[src/rtl/mem_arb_pkg.sv]
//==============================================================================
// Module      : mem_arb_pkg
// Description : Shared types and helpers for the memory arbiter slice:
//               FSM state encoding, pointer width helper and address range
//               check against the memory depth.
// Revision    : 1.0 - initial release
//==============================================================================
`default_nettype none

// Memory geometry normally comes from macros.vh; these fallbacks apply only
// when that header has not already defined them.
`ifndef A_BITS
`define A_BITS 8
`endif
`ifndef D_BITS
`define D_BITS 8
`endif
`ifndef MEMSIZE
`define MEMSIZE 128
`endif

package mem_arb_pkg;

  typedef enum logic [1:0] {
    IDLE = 2'd0,
    BUSY = 2'd1,
    RESP = 2'd2
  } state_t;

  // Width of the owner/last pointers for n requesters ($clog2(n), min 1).
  function automatic int ptr_bits(input int n);
    return (n < 2) ? 1 : $clog2(n);
  endfunction

  // True when the address lies inside the physical memory.
  function automatic logic in_range(input logic [`A_BITS-1:0] a);
    return (32'(a) < 32'(`MEMSIZE));
  endfunction

endpackage

`default_nettype wire

[src/rtl/rr_picker.sv]
//==============================================================================
// Module      : rr_picker
// Description : Combinational round-robin picker. Searches req starting at
//               last+1 (mod N) and returns the first set index.
// Revision    : 1.0 - initial release
//==============================================================================
`default_nettype none

module rr_picker
  import mem_arb_pkg::*;
#(
  parameter  int N        = 2,
  localparam int PTR_BITS = ptr_bits(N)
) (
  input  logic [N-1:0]        req,
  input  logic [PTR_BITS-1:0] last,
  output logic                valid,
  output logic [PTR_BITS-1:0] grant
);

  // Walk the ring one step at a time from last; the first hit wins.
  always_comb begin
    logic [PTR_BITS-1:0] idx;
    valid = 1'b0;
    grant = '0;
    idx   = last;
    for (int i = 0; i < N; i++) begin
      idx = (idx == PTR_BITS'(N - 1)) ? '0 : idx + 1'b1;
      if (!valid && req[idx]) begin
        valid = 1'b1;
        grant = idx;
      end
    end
  end

endmodule

`default_nettype wire

[src/rtl/mem_arbiter.sv]
//==============================================================================
// Module      : mem_arbiter
// Description : Round-robin arbiter and access sequencer sharing a single-port
//               memory between N_REQ requesters. Each access takes three
//               cycles: grant (IDLE), one memory strobe cycle (BUSY) and a
//               one-cycle acknowledge (RESP).
// Revision    : 1.0 - initial release
//==============================================================================
`default_nettype none

module mem_arbiter
  import mem_arb_pkg::*;
#(
  parameter  int N_REQ    = 2,
  localparam int PTR_BITS = ptr_bits(N_REQ)
) (
  input  logic                      clk,
  input  logic                      rst,
  input  logic [N_REQ-1:0]          req,
  input  logic [N_REQ-1:0]          we,
  input  logic [N_REQ*`A_BITS-1:0]  addr,
  input  logic [N_REQ*`D_BITS-1:0]  wdata,
  output logic [N_REQ-1:0]          ack,
  output logic [N_REQ-1:0]          err,
  output logic [N_REQ*`D_BITS-1:0]  rdata,
  output logic                      mem_write,
  output logic                      mem_read,
  output logic [`A_BITS-1:0]        mem_address,
  output logic [`D_BITS-1:0]        mem_data_in,
  input  logic [`D_BITS-1:0]        mem_data_out
);

  state_t              state;
  state_t              state_nx;
  logic [PTR_BITS-1:0] owner;
  logic [PTR_BITS-1:0] last;
  logic [PTR_BITS-1:0] grant;
  logic                grant_valid;

  logic                cmd_we;
  logic                cmd_oor;
  logic [`A_BITS-1:0]  cmd_addr;
  logic [`D_BITS-1:0]  cmd_wdata;

  logic                sel_we;
  logic [`A_BITS-1:0]  sel_addr;
  logic [`D_BITS-1:0]  sel_wdata;

  logic                take_cmd;
  logic                capture;

  rr_picker #(.N(N_REQ)) u_picker (
    .req   (req),
    .last  (last),
    .valid (grant_valid),
    .grant (grant)
  );

  // Route the winning port's command to the command registers.
  always_comb begin
    sel_we    = 1'b0;
    sel_addr  = '0;
    sel_wdata = '0;
    for (int i = 0; i < N_REQ; i++) begin
      if (grant == PTR_BITS'(i)) begin
        sel_we    = we[i];
        sel_addr  = addr[i*`A_BITS +: `A_BITS];
        sel_wdata = wdata[i*`D_BITS +: `D_BITS];
      end
    end
  end

  // Requests are only looked at in IDLE; RESP ignores the owner's stale req.
  assign take_cmd = (state == IDLE) && grant_valid;
  assign capture  = (state == BUSY) && !cmd_we && !cmd_oor;

  // FSM state register.
  always_ff @(posedge clk or posedge rst) begin
    if (rst) state <= IDLE;
    else     state <= state_nx;
  end

  // FSM next-state logic: IDLE waits for a winner, BUSY and RESP last one cycle.
  always_comb begin
    state_nx = state;
    case (state)
      IDLE:    state_nx = grant_valid ? BUSY : IDLE;
      BUSY:    state_nx = RESP;
      RESP:    state_nx = IDLE;
      default: state_nx = IDLE;
    endcase
  end

  // FSM outputs: strobes only in BUSY and only for in-range accesses.
  always_comb begin
    mem_write = 1'b0;
    mem_read  = 1'b0;
    ack       = '0;
    err       = '0;
    if (state == BUSY && !cmd_oor) begin
      mem_write = cmd_we;
      mem_read  = !cmd_we;
    end
    for (int i = 0; i < N_REQ; i++) begin
      if (state == RESP && owner == PTR_BITS'(i)) begin
        ack[i] = 1'b1;
        err[i] = cmd_oor;
      end
    end
  end

  // Latch the granted command; last starts at N_REQ-1 so port 0 wins first.
  always_ff @(posedge clk or posedge rst) begin
    if (rst) begin
      owner     <= '0;
      last      <= PTR_BITS'(N_REQ - 1);
      cmd_we    <= 1'b0;
      cmd_oor   <= 1'b0;
      cmd_addr  <= '0;
      cmd_wdata <= '0;
    end else if (take_cmd) begin
      owner     <= grant;
      last      <= grant;
      cmd_we    <= sel_we;
      cmd_oor   <= !in_range(sel_addr);
      cmd_addr  <= sel_addr;
      cmd_wdata <= sel_wdata;
    end
  end

  // The memory bus simply mirrors the latched command between accesses.
  assign mem_address = cmd_addr;
  assign mem_data_in = cmd_wdata;

  // Per-port read-data bank, updated only by that port's successful reads.
  for (genvar g = 0; g < N_REQ; g++) begin : g_rdata
    logic [`D_BITS-1:0] rd_q;

    // Capture memory output at the close of this port's BUSY read cycle.
    always_ff @(posedge clk or posedge rst) begin
      if (rst)                                     rd_q <= '0;
      else if (capture && owner == PTR_BITS'(g))   rd_q <= mem_data_out;
    end

    assign rdata[g*`D_BITS +: `D_BITS] = rd_q;
  end

endmodule

`default_nettype wire

[config.mk]
export PLATFORM = sky130hd
export DESIGN_NAME = mem_arbiter
export DESIGN_NICKNAME = d
export VERILOG_FILES = /design/src/rtl/mem_arb_pkg.sv /design/src/rtl/rr_picker.sv /design/src/rtl/mem_arbiter.sv
export SDC_FILE = /design/constraint.sdc
export NUM_CORES = 1
export LEC_CHECK = 0
export ABC_AREA = 1
export BUFFER_PORTS_ARGS = -buffer_cell sky130_fd_sc_hd__buf_4
export CAP_MARGIN = 20
export CORE_MARGIN = 2
export CORE_UTILIZATION = 51
export CTS_BUF_LIST = sky130_fd_sc_hd__clkbuf_16
export CTS_CLUSTER_DIAMETER = 100
export DETAILED_ROUTE_END_ITERATION = 12
export PLACE_DENSITY = 0.88
export SLEW_MARGIN = 10
export SYNTH_ARGS = -nofsm -noshare
export SYNTH_HDL_FRONTEND = slang
export SYNTH_SLANG_ARGS = --single-unit
[constraint.sdc]
create_clock -name clk -period 2.98 [get_ports clk]
set_input_delay 0.596 -clock clk [delete_from_list [all_inputs] [get_ports clk]]
set_output_delay 0.596 -clock clk [all_outputs]
set_load 0.01 [all_outputs]
==> run_results.csv <==
group,metric,value,unit
die,die_h,65.2,um
layout,multiInputGateArea,813,um2
worst_setup_path,crit_family,"flip-flops",
sta,fin_skew,0.00441,ns
layout,final_cells,355,
sta,final-setup-viol-count,0,
global_route,grt_pass1_wl,7450,um
pwr,power,2.63,mW
yosys,synth_seq_area_share,48.6,%
place,portBuffers,83,
clocking,cts_resized,0,
sta,maxSlewViolCount,0,
routing,num_vias,1748,
clocking,htree_levels,2,
yosys,synth_enable_flop_cells,0,
worst_setup_path,critPathMaxFanout,12,
pwr,power_per_cell_area,998,nW/um2
sta,setup_tns,0,ns
layout,nFillCells,297,
sta,timing.final.ws_setup,0.720,ns
yosys,syn_area,1910,um2
routing,ant_nets,0,
routing,via_per_inst,4.92,
global_route,grt_overflow,0,
die,start_util,52.5,%
sta,rsz0062_at_grt,"no",
yosys,synth.avg_cell_area,8.41,um2
die,ioPinCount,84,
yosys,syn_nets,273,
layout,seq_area,927,um2
clocking,holdBufCountCts,0,
worst_setup_path,critical_path_arrival,1.66,ns
min_path,hp-class,"input pin to asynchronous set/reset pin",
job,drv_cap,0,
clocking,cts_sinks,37,
die,core-area,3630,um2
place,gp_congestion,0.796,
place,dp.cells,347,
layout,final_nets,352,
worst_setup_path,worstPathRequired,2.38,ns
sta,fin_crit,2.26,ns
sta,hold_slack,0.346,ns
routing,drt_iter0_markers,82,
clocking,cts_setup_buffers,0,
clocking,cts_tree,"built",
clocking,path_clk_slew,0.05,ns
place,pre_cts_slack,1.01,ns
die,dieArea,4250,um2
worst_setup_path,cp-end-kind,"primary output",
worst_setup_path,cp_num_buf_inv,2,
place,place_hpwl,3370,um
worst_setup_path,critPathSlowestCell,"dfrtp_1",
global_route,grt_usage,23.0,%
global_route,grt_max_degree,25,
routing,routed_wirelength,4460,um
yosys,synth-main-ff-cell,"dfrtp_1",
sta,post-route-period-util,75.8,%
clocking,clock_path_buffers,2,
routing,wl_per_cell,12.6,um
clocking,insertion_delay,0.28,ns
layout,syn_to_final_growth,38.2,%
die,row_count,22,
global_route,grt_pass1_vias,1708,
global_route,antenna_found_initial,0,
yosys,ys_async_sr_fraction,100,%
routing,dr.pass1.iters,4,
layout,final_common_cell,"nand2_1",
clocking,root_buffer,"clkbuf_16",
clocking,cts_buffers,5,
yosys,syn_inst,227,
pwr,p_leak,1.46,nW
worst_setup_path,slowest_delay,0.57,ns
worst_setup_path,crit_path_start_kind,"register",
die,die_width,65.2,um
pwr,vdd_drop_max,0.505,mV
layout,final_cell_mix,"101 x nand2_1, 84 x buf_4, 36 x dfrtp_1",
layout,diodes,0,
sta,finalHoldViolCount,0,
sta,max_freq,442,MHz
routing,route.detailed.drc,0,
sta,worstMarginPinSlew,0.497,ns
outcome,status,"completed",
yosys,ys_ff_latch,37,
yosys,synth_warnings,0,
worst_setup_path,crit_chain,"inv_1 -> nor4_1 -> buf_4",
sta,relSlewSlack,66.9,%
worst_setup_path,critPathKind,"register to primary output",
yosys,ys_types,22,
layout,drive_gt1_share,34.5,%
-- sequential cells by signal, indices dropped and copies added, names as in the netlist --
signal,count
g_rdata.rd_q,16
mem_data_in,8
mem_address,7
state,2
cmd_oor,1
cmd_we,1
last,1
owner,1
-- per-layer routing --
metal	GRT usage, %	up-vias	share of wire, %
li1	-	895	-
met1	27.0	792	41
met2	41.1	56	52
met3	4.11	5	4.9
met4	10.2	0	1.8
met5	0	-	0
-- final cells by class --
cell class / instances / area share (%)
multi-input combinational: 161 / 30.8
inverter: 17 / 2.61
sequential: 37 / 35.2
clock inverter: 3 / 0.474
tap: 48 / 2.28
timing repair buffer: 84 / 23.9
clock buffer: 5 / 4.74
-- synthesized netlist by cell type, types with 3 or more instances --
master | number | area, um2
buf_4 | 3 | 22.5
nor2_4 | 3 | 33.8
nand2_1 | 101 | 379
nand4_1 | 16 | 100
buf_2 | 4 | 20.0
nand2_4 | 3 | 33.8
inv_2 | 3 | 11.3
inv_1 | 13 | 48.8
nand3b_1 | 9 | 67.6
nand3_1 | 17 | 85.1
dfrtp_1 | 36 | 901
buf_6 | 5 | 56.3
-- path summary, 6_finish.rpt --
path | start | endpoint | slack [ns] | cells past startpoint
min | rst | mem_data_in[7] | 0.35 | 2
min reg2reg | g_rdata[1].rd_q[5] | g_rdata[1].rd_q[5] | 0.48 | 2
min in group clk | g_rdata[1].rd_q[5] | g_rdata[1].rd_q[5] | 0.48 | 2
max | owner | err[1] | 0.72 | 3
max in group asynchronous | rst | last | 1.90 | 3
max reg2reg | owner | g_rdata[0].rd_q[1] | 1.60 | 4
-- worst register-to-register path: cells and delay by family, from the launching register on --
family / cells / cell delay [ns]
buffers and inverters: 1 / 0.37
flip-flops: 1 / 0.51
AND/OR/NAND/NOR: 3 / 0.38
-- cell families (layout without fill, tap and decap cells) --
logic type | Yosys count | count (layout) | synth area share (%)
and+or+nand+nor | 160 | 160 | 42.4
AOI/OAI and AO/OA | 1 | 1 | 0.262
DFF | 37 | 37 | 48.6
buffers and inverters | 29 | 109 | 8.79
-- stage by stage --
step | utilization [%] | area (um2)
5_1_grt | 72.6 | 2640
3_3_place_gp | 68.8 | 2500
4_1_cts | 72.6 | 2640
6_report | 72.6 | 2640
2_1_floorplan | - | 1910
3_5_place_dp | 68.8 | 2500
-- where the power goes --
part           internal (mW)  switching (mW)
Sequential             0.759           0.182
Combinational          0.524           0.679
Clock                  0.302           0.187
Power figures use the tool's default switching activity.
